===== src/rtl/prio_decoder_stretch.sv =====
// Priority-code to one-hot request decoder with a programmable pulse stretch.
// A legal code 1..4 drives r_out_o[code] for hold_len+1 cycles; illegal codes set a sticky error.
module prio_decoder_stretch #(
   parameter int HOLD_W = 8
) (
   input  logic              clk,
   input  logic              reset_n,
   input  logic              in_valid_i,
   output logic              in_ready_o,
   input  logic [2:0]        code_i,
   input  logic [HOLD_W-1:0] hold_len_i,
   output logic [4:1]        r_out_o,
   output logic              busy_o,
   output logic              err_o,
   input  logic              err_clr_i
);

   // state | meaning
   // IDLE  | no request driven, always ready for a code
   // HOLD  | one request line driven; ready only when the counter reaches zero
   typedef enum logic {IDLE, HOLD} state_t;

   state_t            state_q;
   logic [HOLD_W-1:0] cnt_q;
   logic [4:1]        r_out_q;
   logic              busy_q;
   logic              err_q;

   logic [4:1]        onehot_d;
   logic              accept;
   logic              legal_nz;
   logic              illegal;
   logic              final_cyc;

   always_comb begin
      onehot_d = 4'b0000;
      case (code_i)
         3'd1:    onehot_d = 4'b0001;
         3'd2:    onehot_d = 4'b0010;
         3'd3:    onehot_d = 4'b0100;
         3'd4:    onehot_d = 4'b1000;
         default: onehot_d = 4'b0000;
      endcase
   end

   assign legal_nz  = |onehot_d;
   assign illegal   = (code_i > 3'd4);
   assign final_cyc = (state_q == IDLE) || (cnt_q == '0);
   // Gated by reset_n so the source never sees ready while the block is held in reset.
   assign in_ready_o = reset_n && final_cyc;
   assign accept     = in_valid_i && in_ready_o;

   always_ff @(posedge clk or negedge reset_n) begin
      if (!reset_n) begin
         state_q <= IDLE;
         cnt_q   <= '0;
         r_out_q <= 4'b0000;
         busy_q  <= 1'b0;
         err_q   <= 1'b0;
      end else begin
         // Set beats clear when both happen in the same cycle.
         if (accept && illegal)
            err_q <= 1'b1;
         else if (err_clr_i)
            err_q <= 1'b0;

         case (state_q)
            IDLE: begin
               if (accept && legal_nz) begin
                  state_q <= HOLD;
                  r_out_q <= onehot_d;
                  cnt_q   <= hold_len_i;
                  busy_q  <= 1'b1;
               end
            end
            HOLD: begin
               if (cnt_q != '0) begin
                  cnt_q <= cnt_q - 1'b1;
               end else if (accept && legal_nz) begin
                  r_out_q <= onehot_d;
                  cnt_q   <= hold_len_i;
               end else begin
                  state_q <= IDLE;
                  r_out_q <= 4'b0000;
                  busy_q  <= 1'b0;
               end
            end
            default: begin
               state_q <= IDLE;
               r_out_q <= 4'b0000;
               busy_q  <= 1'b0;
            end
         endcase
      end
   end

   assign r_out_o = r_out_q;
   assign busy_o  = busy_q;
   assign err_o   = err_q;

endmodule


===== config.mk =====
export PLATFORM = sky130hd
export DESIGN_NAME = prio_decoder_stretch
export DESIGN_NICKNAME = d
export VERILOG_FILES = /design/src/rtl/prio_decoder_stretch.sv
export SDC_FILE = /design/constraint.sdc
export NUM_CORES = 1
export LEC_CHECK = 0
export ABC_AREA = 1
export BUFFER_PORTS_ARGS = -buffer_cell sky130_fd_sc_hd__buf_2
export CORE_ASPECT_RATIO = 0.5
export CORE_MARGIN = 2
export CORE_UTILIZATION = 25
export CTS_CLUSTER_DIAMETER = 120
export DETAILED_ROUTE_END_ITERATION = 12
export MAX_ROUTING_LAYER = met4
export PLACE_DENSITY = 0.42
export SLEW_MARGIN = 20
export SYNTH_ARGS = -nofsm -noshare
export SYNTH_HDL_FRONTEND = slang
export SYNTH_SLANG_ARGS = --single-unit

===== constraint.sdc =====
create_clock -name clk -period 1.64 [get_ports clk]
set_input_delay 0.41 -clock clk [delete_from_list [all_inputs] [get_ports clk]]
set_output_delay 0.41 -clock clk [all_outputs]
set_load 0.01 [all_outputs]

---- Yosys cells after proc, flatten, opt, wreduce, memory -nomap -nowiden ----
Cells that the tools add are included.
operators by class
  reduce and logical (&&, ||, !) cells .... 11
  eq/ne operators ......................... 7
  bitwise logic cells ..................... 1
  add/subtract/negate cells ............... 1
  mux-type cells .......................... 17
  magnitude comparators ................... 1
operators with widths
  operator               number
  $mux W8                2
  $pmux W4 S4            1
  $pmux W8 S2            1
  $mux W4                3
  $logic_not A8 Y1       1
  $pmux W4 S2            1
  $reduce_bool A8 Y1     1
  $sub A8 B1 Y8 const B  1
  $mux W1                7
  $eq A3 B2 Y1 const B   2
  $logic_and A1 B1 Y1    4
  $ne A2 B2 Y1 const B   2
  $pmux W1 S2            2
  $reduce_or A4 Y1       1
  $eq A3 B1 Y1 const B   1
  $eq A3 B3 Y1 const B   1
  $gt A3 B3 Y1 const B   1
  $reduce_and A3 Y1      1
  $ne A2 B1 Y1 const B   1
  $reduce_and A2 Y1      1
  $reduce_bool A2 Y1     1
  $logic_or A1 B1 Y1     1
  $not A1 Y1             1
storage, ports and cells
  word-level logic and storage cells ...... 43
  input bits .............................. 15
  output and inout port bits .............. 7
  register bits ........................... 15

---- Logic depth before layout (Yosys ltp) ----
  word-level depth ........................ 8
  gate-level depth with buffers ........... 9
  gate-level depth less buffers ........... 9

---- Worst setup path after synthesis ----
OpenSTA, ideal clock, no wires.
  path type ............................... register to output
  start point ............................. register cnt_q[0]
  end point ............................... output in_ready_o
  slack ................................... 0.159 ns
  path buffers ............................ 0
  cell stages (with the launch flop) ...... 7
  arrival time ............................ 1.071 ns
  required time ........................... 1.230 ns
  cells stage by stage .................... dfrtp_1 > inv_1 > ha_1 > nand2_2 > nor2_4 > nor2_8 > nor2_8
on the way
  longest elaborated chain between the ends .. 3
RTL lines
  element                   line  RTL
  start: declaration        24    logic [HOLD_W-1:0] cnt_q;
  start signal: assignment  72    cnt_q <= hold_len_i;
  start signal: assignment  78    cnt_q <= cnt_q - 1'b1;
  start signal: assignment  81    cnt_q <= hold_len_i;
  $logic_not A8 Y1          48    assign final_cyc = (state_q == IDLE) || (cnt_q == '0);
  $logic_or A1 B1 Y1        48
  $logic_and A1 B1 Y1       50    assign in_ready_o = reset_n && final_cyc;
  end: declaration          9     output logic in_ready_o,
No other way between the ends.

---- Worst setup path after layout ----
Same ends and word-level chain as after synthesis.

==> summary.txt <==
STA
  – Final setup viols: 1
  – RSZ-0062 raised after global routing: true
  – Clock Skews: around 0.0075 ns
  – Post-route clock period utilization: 107%
  – Hold WS: 0.0990 ns
  – Crit path time final: 1.76 ns
  – FMAX: 569 MHz
  – Final WS setup: -0.118 ns
  – Fin. Hold Viols: 0
  – Slew Limit Fails: 0
  – Slew @ Worst Pin: between 0.2 and 0.3 ns
  – Relative slew slack: between 80% and 90%

Yosys
  – Post-synth cell types: 26
  – Count leader, synth: nand2_1
  – Most frequent cells after synthesis: 28 x nand2_1, 22 x inv_1, 15 x dfrtp_1
  – Yosys top cell area share: around 37%
  – Post-synth EDFFs: 0
  – Flops & latches, synth: 15
  – Post-Synthesis Cells: about 120
  – Dominant synthesized flop cell: dfrtp_1
  – Register area share after synthesis: 37.1%
  – Biggest area consumer among synthesized cells: dfrtp_1
  – Avg Inst Size Synth: 8.16 um^2
  – Netlist Area Pre-Place: slightly above 1000 um^2
  – Async set or reset register ratio after synthesis: 100%
  – Ys Warns: 0
  – Largest cells by area after synthesis: dfrtp_1 37%, nand2_1 10%, inv_1 8.2%
  – Mapped Nets: between 100 and 150

Run status
  – Status: finished with violations
  – Failing checks: setup timing

Critical path
  – FF-to-FF path depth: 11
  – Startpoint types: flip-flop
  – Reg2reg setup slack: 0.08 ns
  – WS Path Type: reg -> out
  – R2R Path End: cnt_q[5]$_DFF_PN0_
  – Worst EP required: 1.23 ns
  – Worst r2r src: cnt_q[0]$_DFF_PN0_
  – Crit path max fanout: 2
  – Element type at the critical path end: output port
  – Worst EP arrival: 1.35 ns

Place
  – Cell Area, Placed: 1250 um^2
  – Placer Congestion: 0.768
  – Port Buf Inserts: 21
  – Inst Count DP: 206
  – Pre-CTS setup slack: between 0.06 and 0.07 ns
  – Post-DP HPWL: 1870 um

Floorplanning
  – Core Area: 3880 um^2
  – Full die area: roughly 4600 um^2
  – Rows: 16
  – Initial Util: 26.1%
  – I/O pin cnt: 22
  – Horiz. Die Dim: 94.0 um
  – Die H: 49.0 um

Power
  – Worst VDD drop: 0.364 mV
  – Power Density: approximately 990 nW/um^2
  – P_leak: between 0.7 and 0.8 nW

Clock tree
  – Clock buffer depth: 2
  – Worst-path clk slew: 0.07 ns
  – CTS buffer count: 3
  – CTS root buf: clkbuf_8
  – CTS tree: built
  – Clk_lat worst skew: roughly 0.26 ns
  – # clock sinks: 15
  – H-tree levels: 1

Detailed routing
  – DR WL/cell: between 10 and 15 um
  – Routed WL: between 2000 and 2500 um
  – Initial DRC count: 21
  – Pre-antenna DRT Iters: 4
  – Antenna-violating nets left: 0
  – Vias post-DR: 919
  – DR DRC count: 0
  – Mean number of vias per cell: 4.33

Cells and area
  – Cell Count, Final, Fillers Out: 212
  – Area delta synth->final: 32.8%
  – Layout cells sized above 1: 33.5%
  – Final nets: approximately 180
  – Antenna cells: 0
  – Post-route cell area: 1340 um^2

Global route
  – Largest net degree at the start of global routing: 21
  – Overall Global Routing Usage: 12.4%
  – First-pass GRT wire length: 4270 um
  – Total grt overflow: 0
  – Vias in the first global route: 875
  – Initial antenna violation count: 0

Run
  – Max cap viols: 0

Hold path
  – Class of the worst hold path: in -> async
==> cells by family after synthesis <==
logic type | share of synthesized area, %
compound gates | 10.5
xor+xnor | 2.60
fa+ha+maj | 2.47
buf+inv | 8.53
flops | 37.1
simple gates | 38.8
==> layout by cell type (no fill, tap or decap), drive strengths merged, types with 2 or more instances in the layout <==
cell type,instances
nor2,8
a21oi,4
ha,2
nand4,12
a41oi,3
nand3,12
nand2,31
o21ai,6
inv,22
xor2,3
buf,31
clkbuf,3
dfrtp,15
==> worst max path at each step <==
stage	from	to	slack, ns	cells after the start
after floorplan	cnt_q[0]$_DFF_PN0_	in_ready_o	0.16	6
after global placement	cnt_q[0]$_DFF_PN0_	in_ready_o	0.09	7
after detailed placement	cnt_q[0]$_DFF_PN0_	in_ready_o	0.07	7
after CTS	cnt_q[0]$_DFF_PN0_	in_ready_o	-0.16	7
after global routing	cnt_q[0]$_DFF_PN0_	in_ready_o	-0.18	7
final	cnt_q[0]$_DFF_PN0_	in_ready_o	-0.12	7
==> stage by stage <==
stage | utilization [%] | setup TNS, ns | power [mW]
2_1_floorplan | - | 0 | 0.854
3_3_place_gp | 32.3 | 0 | 0.994
3_5_place_dp | 32.3 | 0 | 0.991
4_1_cts | 34.0 | -0.164 | 1.32
5_1_grt | 34.6 | -0.300 | 1.44
6_report | 34.6 | -0.118 | 1.34
==> state kept, by name, summed over array words and instances (netlist names) <==
| signal | cells |
|---|---|
| err_o | 1 |
| r_out_o | 4 |
| state_q | 1 |
| busy_o | 1 |
| cnt_q | 8 |
==> routing by layer <==
metal | routed length (um) | up-vias | global-route usage (%)
li1 | - | 484 | -
met1 | 1230 | 419 | 16.2
met4 | 29 | 0 | 2.90
met3 | 77 | 5 | 4.02
met5 | 0 | - | -
met2 | 1120 | 11 | 18.9
==> layout make-up <==
class / instances / area (um^2)
fill: 428 / 2540
inverter: 22 / 82.6
clock inverter: 1 / 5.00
tap: 54 / 67.6
sequential: 15 / 375
timing repair buffer: 31 / 199
clock buffer: 3 / 41.3
multi-input combinational: 86 / 573
==> power by group <==
part,internal (mW),leakage [nW],switching [mW]
clock network,0.169,0.0255,0.151
logic,0.207,0.536,0.265
registers,0.458,0.175,0.0869
total,0.834,0.737,0.503
==> timing repair <==
action / in CTS / in global routing
pin swaps: 4 / 4
gates resized for setup: 3 / 4
setup buffers: 1 / 1
hold buffers: 0 / 0
setup endpoints to repair: 1 / 9
==> worst max-delay path, stage by stage (launching register included) <==
cell	delay, ns
dfrtp_1	0.39
inv_2	0.09
ha_4	0.14
nand2_4	0.06
nor2_4	0.17
nor2_8	0.05
nor2_8	0.08
buf_6	0.10
No activity file was read; power rests on OpenSTA's default activity.
